[src/rtl/aes_add_round_key_seq.sv]
// AddRoundKey stage with a private round-key store and a round sequencer.
// Latency: 1 cycle from an accepted Text beat (En & InRdy) to ModifiedText/Ry.
// Backpressure: Ry holds its result until OutRdy; InRdy drops while a result is stalled.
//
// Ports:
//   Clk, Rst                 rising-edge clock, synchronous active-high reset
//   KeyWrEn/Idx/Data         round-key store write; KeyErr pulses when a write is rejected
//   Start, Mode              begin a block sequence; Mode 0 walks keys up, 1 walks keys down
//   En, Text, InRdy          input handshake (transfer on En & InRdy)
//   Ry, OutRdy               output handshake (transfer on Ry & OutRdy)
//   ModifiedText             Text ^ Key[RoundIdx]
//   RoundIdx, RoundLast      key index used, and whether it was the sequence's final key
//   Busy                     sequence armed or a result still pending
module aes_add_round_key_seq #(
  parameter int DATA_W   = 128,
  parameter int NUM_KEYS = 11,
  parameter int KIDX_W   = 4
) (
  input  logic              Clk,
  input  logic              Rst,
  input  logic              KeyWrEn,
  input  logic [KIDX_W-1:0] KeyWrIdx,
  input  logic [DATA_W-1:0] KeyWrData,
  output logic              KeyErr,
  input  logic              Start,
  input  logic              Mode,
  input  logic              En,
  input  logic [DATA_W-1:0] Text,
  output logic              InRdy,
  output logic              Ry,
  input  logic              OutRdy,
  output logic [DATA_W-1:0] ModifiedText,
  output logic [KIDX_W-1:0] RoundIdx,
  output logic              RoundLast,
  output logic              Busy
);

  localparam logic [0:0] IDLE  = 1'b0;
  localparam logic [0:0] ARMED = 1'b1;

  // Index of the highest stored key, and the key count widened by one bit so
  // an out-of-range write index compares correctly even when NUM_KEYS == 2**KIDX_W.
  localparam logic [KIDX_W-1:0] LAST_IDX   = KIDX_W'(NUM_KEYS - 1);
  localparam logic [KIDX_W:0]   NUM_KEYS_W = (KIDX_W + 1)'(NUM_KEYS);

  logic [0:0]        state;
  logic              mode_q;
  logic [KIDX_W-1:0] round_cnt;
  logic [DATA_W-1:0] key_mem [NUM_KEYS];

  logic              armed;
  logic              xfer;
  logic              terminal;
  logic              key_idx_ok;
  logic              key_wr_ok;
  logic [DATA_W-1:0] cur_key;

  assign armed = (state == ARMED);

  // A stalled result blocks new input; a result being drained this cycle does
  // not, which lets the stage sustain one result per cycle.
  assign InRdy = armed & (~Ry | OutRdy);
  assign xfer  = En & InRdy;
  assign Busy  = armed | Ry;

  // The terminal key is the last one in walk order: top slot going up,
  // slot 0 going down.
  assign terminal = mode_q ? (round_cnt == '0) : (round_cnt == LAST_IDX);

  // The store may only change between sequences so a block never sees a mix
  // of old and new round keys.
  assign key_idx_ok = ({1'b0, KeyWrIdx} < NUM_KEYS_W);
  assign key_wr_ok  = KeyWrEn & ~armed & key_idx_ok;

  // Key select as a compare-mux so the index width need not match the
  // store depth.
  always_comb begin
    cur_key = '0;
    for (int i = 0; i < NUM_KEYS; i++) begin
      if (round_cnt == KIDX_W'(i)) begin
        cur_key = key_mem[i];
      end
    end
  end

  // Round-key store.
  always_ff @(posedge Clk) begin
    if (Rst) begin
      for (int i = 0; i < NUM_KEYS; i++) begin
        key_mem[i] <= '0;
      end
    end else begin
      for (int i = 0; i < NUM_KEYS; i++) begin
        if (key_wr_ok && (KeyWrIdx == KIDX_W'(i))) begin
          key_mem[i] <= KeyWrData;
        end
      end
    end
  end

  // Rejected writes report one cycle later, one pulse per rejected request.
  always_ff @(posedge Clk) begin
    if (Rst) begin
      KeyErr <= 1'b0;
    end else begin
      KeyErr <= KeyWrEn & ~key_wr_ok;
    end
  end

  // Sequencer. The round counter only moves on a non-terminal transfer, so it
  // never leaves 0..NUM_KEYS-1; the terminal transfer returns to IDLE instead.
  always_ff @(posedge Clk) begin
    if (Rst) begin
      state     <= IDLE;
      mode_q    <= 1'b0;
      round_cnt <= '0;
    end else begin
      case (state)
        IDLE: begin
          if (Start) begin
            state     <= ARMED;
            mode_q    <= Mode;
            round_cnt <= Mode ? LAST_IDX : '0;
          end
        end
        ARMED: begin
          if (xfer) begin
            if (terminal) begin
              state <= IDLE;
            end else if (mode_q) begin
              round_cnt <= round_cnt - 1'b1;
            end else begin
              round_cnt <= round_cnt + 1'b1;
            end
          end
        end
        default: begin
          state <= IDLE;
        end
      endcase
    end
  end

  // Output register. A new transfer always overwrites (InRdy already
  // guarantees the previous result has been taken or is leaving this cycle).
  always_ff @(posedge Clk) begin
    if (Rst) begin
      Ry           <= 1'b0;
      ModifiedText <= '0;
      RoundIdx     <= '0;
      RoundLast    <= 1'b0;
    end else if (xfer) begin
      Ry           <= 1'b1;
      ModifiedText <= Text ^ cur_key;
      RoundIdx     <= round_cnt;
      RoundLast    <= terminal;
    end else if (Ry && OutRdy) begin
      Ry <= 1'b0;
    end
  end

endmodule
[config.mk]
export PLATFORM = sky130hd
export DESIGN_NAME = aes_add_round_key_seq
export DESIGN_NICKNAME = d
export VERILOG_FILES = /design/src/rtl/aes_add_round_key_seq.sv
export SDC_FILE = /design/constraint.sdc
export NUM_CORES = 2
export LEC_CHECK = 0
export CORE_AREA = 4 4 387 389
export CTS_CLUSTER_DIAMETER = 60
export DETAILED_ROUTE_END_ITERATION = 12
export DIE_AREA = 0 0 391 393
export GPL_TIMING_DRIVEN = 0
export PLACE_DENSITY_LB_ADDON = 0.12
export SETUP_SLACK_MARGIN = 0.1
export SLEW_MARGIN = 5
export SYNTH_ARGS = -nofsm -noshare
export SYNTH_HDL_FRONTEND = slang
export SYNTH_SLANG_ARGS = --single-unit
[constraint.sdc]
create_clock -name Clk -period 6.55 [get_ports Clk]
set_clock_uncertainty 0.15 [all_clocks]
set_input_delay 1.6375 -clock Clk [delete_from_list [all_inputs] [get_ports Clk]]
set_output_delay 1.6375 -clock Clk [all_outputs]
set_load 0.01 [all_outputs]
### Yosys cells after proc, flatten, opt, wreduce, memory -nomap -nowiden

Memories as Yosys holds them, arrays and structs flattened.
Index checks and enable logic that the tools add are counted.

| storage, ports and cells | value |
|---|---|
| memories kept | 1 |
| memory bits (writable) | 1408 |
| word-level logic and storage cells | 144 |
| flip-flop bits (word level) | 141 |
| output and inout bits | 137 |

Memory list:

| memory | depth | bits a word | rd ports | clocked after memory_dff | wr ports | line | source |
|---|---|---|---|---|---|---|---|
| key_mem | 11 | 128 | 11 | 0 | 11 | 49 | `logic [DATA_W-1:0] key_mem [NUM_KEYS];` |

| cells by class | value |
|---|---|
| equal/unequal tests | 23 |
| mux-type cells | 70 |
| order comparisons | 1 |
| reduce and logical (&&, ||, !) cells | 17 |
| bitwise logic cells | 22 |
| add/subtract/negate cells | 2 |

Operator list:

| cell | count |
|---|---|
| $mux W128 | 22 |
| $xor A128 B128 Y128 | 1 |
| $mux W1 | 41 |
| $eq A4 B3 Y1 const B | 8 |
| $eq A4 B4 Y1 const B | 6 |
| $mux W4 | 5 |
| $eq A4 B2 Y1 const B | 4 |
| $or A1 B1 Y1 | 13 |
| $logic_and A1 B1 Y1 | 12 |
| $eq A4 B1 Y1 const B | 2 |
| $logic_not A4 Y1 | 2 |
| $pmux W4 S2 | 1 |
| $and A1 B1 Y1 | 5 |
| $add A4 B1 Y4 const B | 1 |
| $lt A4 B4 Y1 const B | 1 |
| $ne A2 B2 Y1 const B | 2 |
| $sub A4 B1 Y4 const B | 1 |
| $not A1 Y1 | 3 |
| $reduce_and A3 Y1 | 1 |
| $ne A2 B1 Y1 const B | 1 |
| $pmux W1 S2 | 1 |
| $reduce_and A2 Y1 | 1 |
| $reduce_bool A2 Y1 | 1 |

### Depth between registers and ports, before layout

| logic depth | value |
|---|---|
| depth in word-level cells | 13 |
| gate-level depth with buffers | 13 |
| mapped depth without buffers | 8 |

### Worst setup path after synthesis

No wires, ideal clock.

| path | value |
|---|---|
| kind | in2reg |
| start | input KeyWrEn |
| end | memory key_mem[7][0], enable pin |
| path buffers | 2 |
| stages | 6 |
| slack | 0.569 ns |
| arrival | 5.339 ns |
| required time | 5.908 ns |
| cell sequence | nand2b_1 -> nor3b_1 -> nand3_1 -> clkbuf_1 -> buf_1 -> nand2_1 |

RTL lines:

| what | line | source |
|---|---|---|
| start, declared | 21 | `input logic KeyWrEn,` |
| end, declared | 49 |  |

==> metrics.txt <==
remaining design rule violation count=0; FF+latch area=between 40000 and 50000 um2; flip-flop cell with the highest count after synthesis=edfxtp_1; global route overflow=0; number of maximum-capacitance violations=0; reg-to-reg critical path startpoint=round_cnt[0]$_SDFFE_PP0P_; combinational cell fraction of total power=13.7%; switching share of power=a little over a quarter; cell depth of the worst flop-to-flop path=9; die span in x=between 300 and 400 um; number of flops mapped to enable cells by yosys=1408; crit end category=register; worst path required time=roughly 6900 ps; number of flip-flops and latches in the synthesized netlist=between 1500 and 2000; CTS tree=built; final cell area excluding filler cells=between 80000 and 90000 um2; Final WS setup=between 1000 and 1500 ps; global-route wire length before repair=approximately 370000 um; number of buffers added by the clock tree synthesis step=170; startpoint type of the worst setup path=input port; worst hold path startpoint=RoundIdx[0]$_SDFFE_PP0P_; depth of the CTS H-tree=4; DR vias=between 50000 and 60000; full die area=approximately 150000 um2; final wirelength=around 260000 um; Port-buffer cells=~400; top-level port count=just over 400; antenna violations before repair=17; CTS max path bufs=3; root cell of the clock tree=clkbuf_16; Reg power frac=roughly 47%; Placement Setup Slack=around 670 ps; post-DR vias/cell=6.12; average cell area after synthesis=~11 um2; Detail Placement HPWL=roughly 180000 um; setup violation total in the final timing report=0; net count reported at finish=a little under 8000; number of global-route vias before repair=56200; RSZ-0062 raised after global routing=false; utilization after layout=about three fifths; cell count after synthesis=about 6900; Max Clk Rate=roughly 190 MHz; effective utilization at floorplan=around 50%; fraction of layout instances using a drive strength above 1=under 10%; Critical Path AT=around 5700 ps; setup slack on the worst flop-to-flop path=1960 ps; non-filler instance count after layout=about 9600; Synth async-reset ratio=0%; Yosys warning count=0; detailed router's first-iteration violation count=between 8000 and 9000; setup repair bufs after CTS=0; sequential area share after synthesis=between 60% and 70%; core area=between 100000 and 150000 um2; area growth from synthesis to layout=17.6%; endpoint of the most critical register-to-register path=ModifiedText[59]$_SDFFE_PP0P_; number of gates given a new drive strength after cts=0; final hold violations=0; cell area after synthesis=72900 um2; pin count of the biggest net entering global routing=55; portion of the clock cycle consumed by the worst path in the final layout=around 80%; area occupied by multi-input gates=between 20000 and 25000 um2; clock input transition at the sequential cells of the worst setup and hold paths=roughly 60 ps; min-delay worst type=reg2reg; worst slew margin relative to its limit=under 10%; standard-cell rows=between 100 and 150; final antenna-violating net count=0; start point of the critical path=KeyWrEn; endpoint with the worst hold slack=RoundIdx[0]$_SDFFE_PP0P_; Global Route Usage Sum=between 30 and 40%; pwr dens=284 nW/um2; Placement Cell Area=between 80000 and 90000 um2; number of hold-repair buffers added at the cts stage=0; number of library cell types mapped by synthesis=50; number of slew-limit violations in the final report=0; floorplan die height=between 300 and 400 um; number of placed instances with taps included=~9200; Switch Pwr=6440 uW; Max Fanout on Critical Path=36; syn_nets=just over 7000; leakage=0.0290 uW; Slew @ Worst Pin=1440 ps; outcome=completed; number of detailed-route iterations in the first pass=6; placer's final routability congestion estimate=between 0.9 and 1; post-detailed-route wirelength per cell=between 20 and 30 um; portion of total power attributed to the clock network=39.4%; final period demand of the worst path=around 5300 ps; category of the most critical setup path=in2reg; maximum vdd drop=roughly 260 uV; Cells on Worst Hold Path=2; final-layout fill cell count=around 13000; number of clock sinks=roughly 1500; clock insertion delay at the later pin of the skew report=between 800 and 900 ps; Int Pwr=around 18000 uW
==> cell usage in the layout (no fill, tap or decap), types with 24 or more instances in the layout <==
cell             instances
a211oi_1               115
a21oi_1                627
a221o_1                118
a221oi_1               132
a31oi_1                229
buf_16                  24
buf_2                   64
clkbuf_1               649
clkbuf_16              175
clkdlybuf4s50_1        402
clkinv_1                24
clkinv_2                28
dfxtp_1                141
edfxtp_1              1408
inv_1                  256
nand2_1                294
nand2b_1               345
nand3b_1               229
nor2_1                1420
nor2b_1                158
o21ai_0                156
o22ai_1                125
o31ai_1                 86
o31ai_2                 27
xnor2_1                120
==> state kept, by name (all words and copies together), names as in the netlist <==
register      cells
KeyErr            1
armed             1
RoundIdx          4
round_cnt         4
mode_q            1
Ry                1
ModifiedText    128
RoundLast         1
key_mem        1408
==> logic make-up (layout without fill, tap and decap cells) <==
family / Yosys count / after routing / synth area share (%)
compound gates: 1679 / 1679 / 14.9
simple gates: 2511 / 2511 / 16.0
xor+xnor: 126 / 126 / 1.51
flops: 1549 / 1549 / 61.9
other cells: 0 / 17 / 0
mux: 15 / 15 / 0.208
buf+inv: 984 / 1727 / 5.40
fa+ha+maj: 4 / 4 / 0.0687
==> worst max-delay path: stages <==
cell and delay [ps]:
clkdlybuf4s50_1 470, nand2b_1 90, nor3b_1 850, nand2_1 200
clkbuf_1 500, clkbuf_1 590, nand2_4 620, buf_12 300
buf_16 290
==> cell type report <==
| class | count | area share [%] |
|---|---|---|
| Antenna cell | 17 | 0.0496 |
| Inverter | 259 | 1.13 |
| Timing Repair Buffer | 432 | 5.60 |
| Buffer | 725 | 3.48 |
| Clock buffer | 232 | 5.48 |
| Sequential cell | 1549 | 52.6 |
| Tap cell | 1930 | 2.82 |
| Multi-Input combinational cell | 4335 | 27.9 |
| Clock inverter | 79 | 0.913 |
==> cell usage after synthesis, drive strengths merged, types with 14 or more instances <==
cell type     n  area [um2]
mux2i        14         140
nand3b      229        1720
inv         258         968
clkbuf      615        2310
buf         110         654
o21ai       157         786
a211oi      115         863
edfxtp     1408       42300
a21oi       627        3140
a221oi      132        1160
nand2b      345        2160
o22ai       125         782
o31ai       113         983
a31oi       229        1430
nor2       1420        5330
a221o       118        1180
dfxtp       141        2820
nand2       305        1140
nor2b       158         988
xnor2       120        1050
==> worst max path at each step <==
stage,end,slack (ps),depth (start not counted)
after floorplan,key_mem[7][0]$_SDFFCE_PN0P_,570,6
after global placement,key_mem[7][57]$_SDFFCE_PN0P_,-4280,6
after detailed placement,key_mem[8][34]$_SDFFCE_PN0P_,670,9
after CTS,key_mem[8][121]$_SDFFCE_PN0P_,1510,9
after global routing,key_mem[8][24]$_SDFFCE_PN0P_,1270,9
final,key_mem[8][24]$_SDFFCE_PN0P_,1230,9
==> routing by layer <==
metal	share of wire [%]	track usage (%)	vias to the layer above
li1	-	-	25800
met1	39	44.8	28600
met2	43	49.2	3510
met3	13	10.2	586
met4	4.7	14.7	6
met5	0.013	0.223	-
==> power by group through the flow <==
stage / Combinational (uW) / Sequential, uW / Clock (uW)
after CTS: 3280 / 11400 / 9610
final: 3340 / 11400 / 9590
after global routing: 3510 / 11500 / 10000
after global placement: 3150 / 11700 / 0
after detailed placement: 3260 / 11600 / 0
after floorplan: 1810 / 11600 / 0
==> stage by stage <==
stage / hold WS (ps) / TNS, ps / total power (uW)
6_report: 311 / 0 / 24400
5_1_grt: 330 / 0 / 25000
4_1_cts: 308 / 0 / 24300
3_5_place_dp: 300 / 0 / 14900
3_3_place_gp: 296 / -4954720 / 14900
2_1_floorplan: 331 / 0 / 13500
Note: power is estimated with default switching activity, not from simulation.
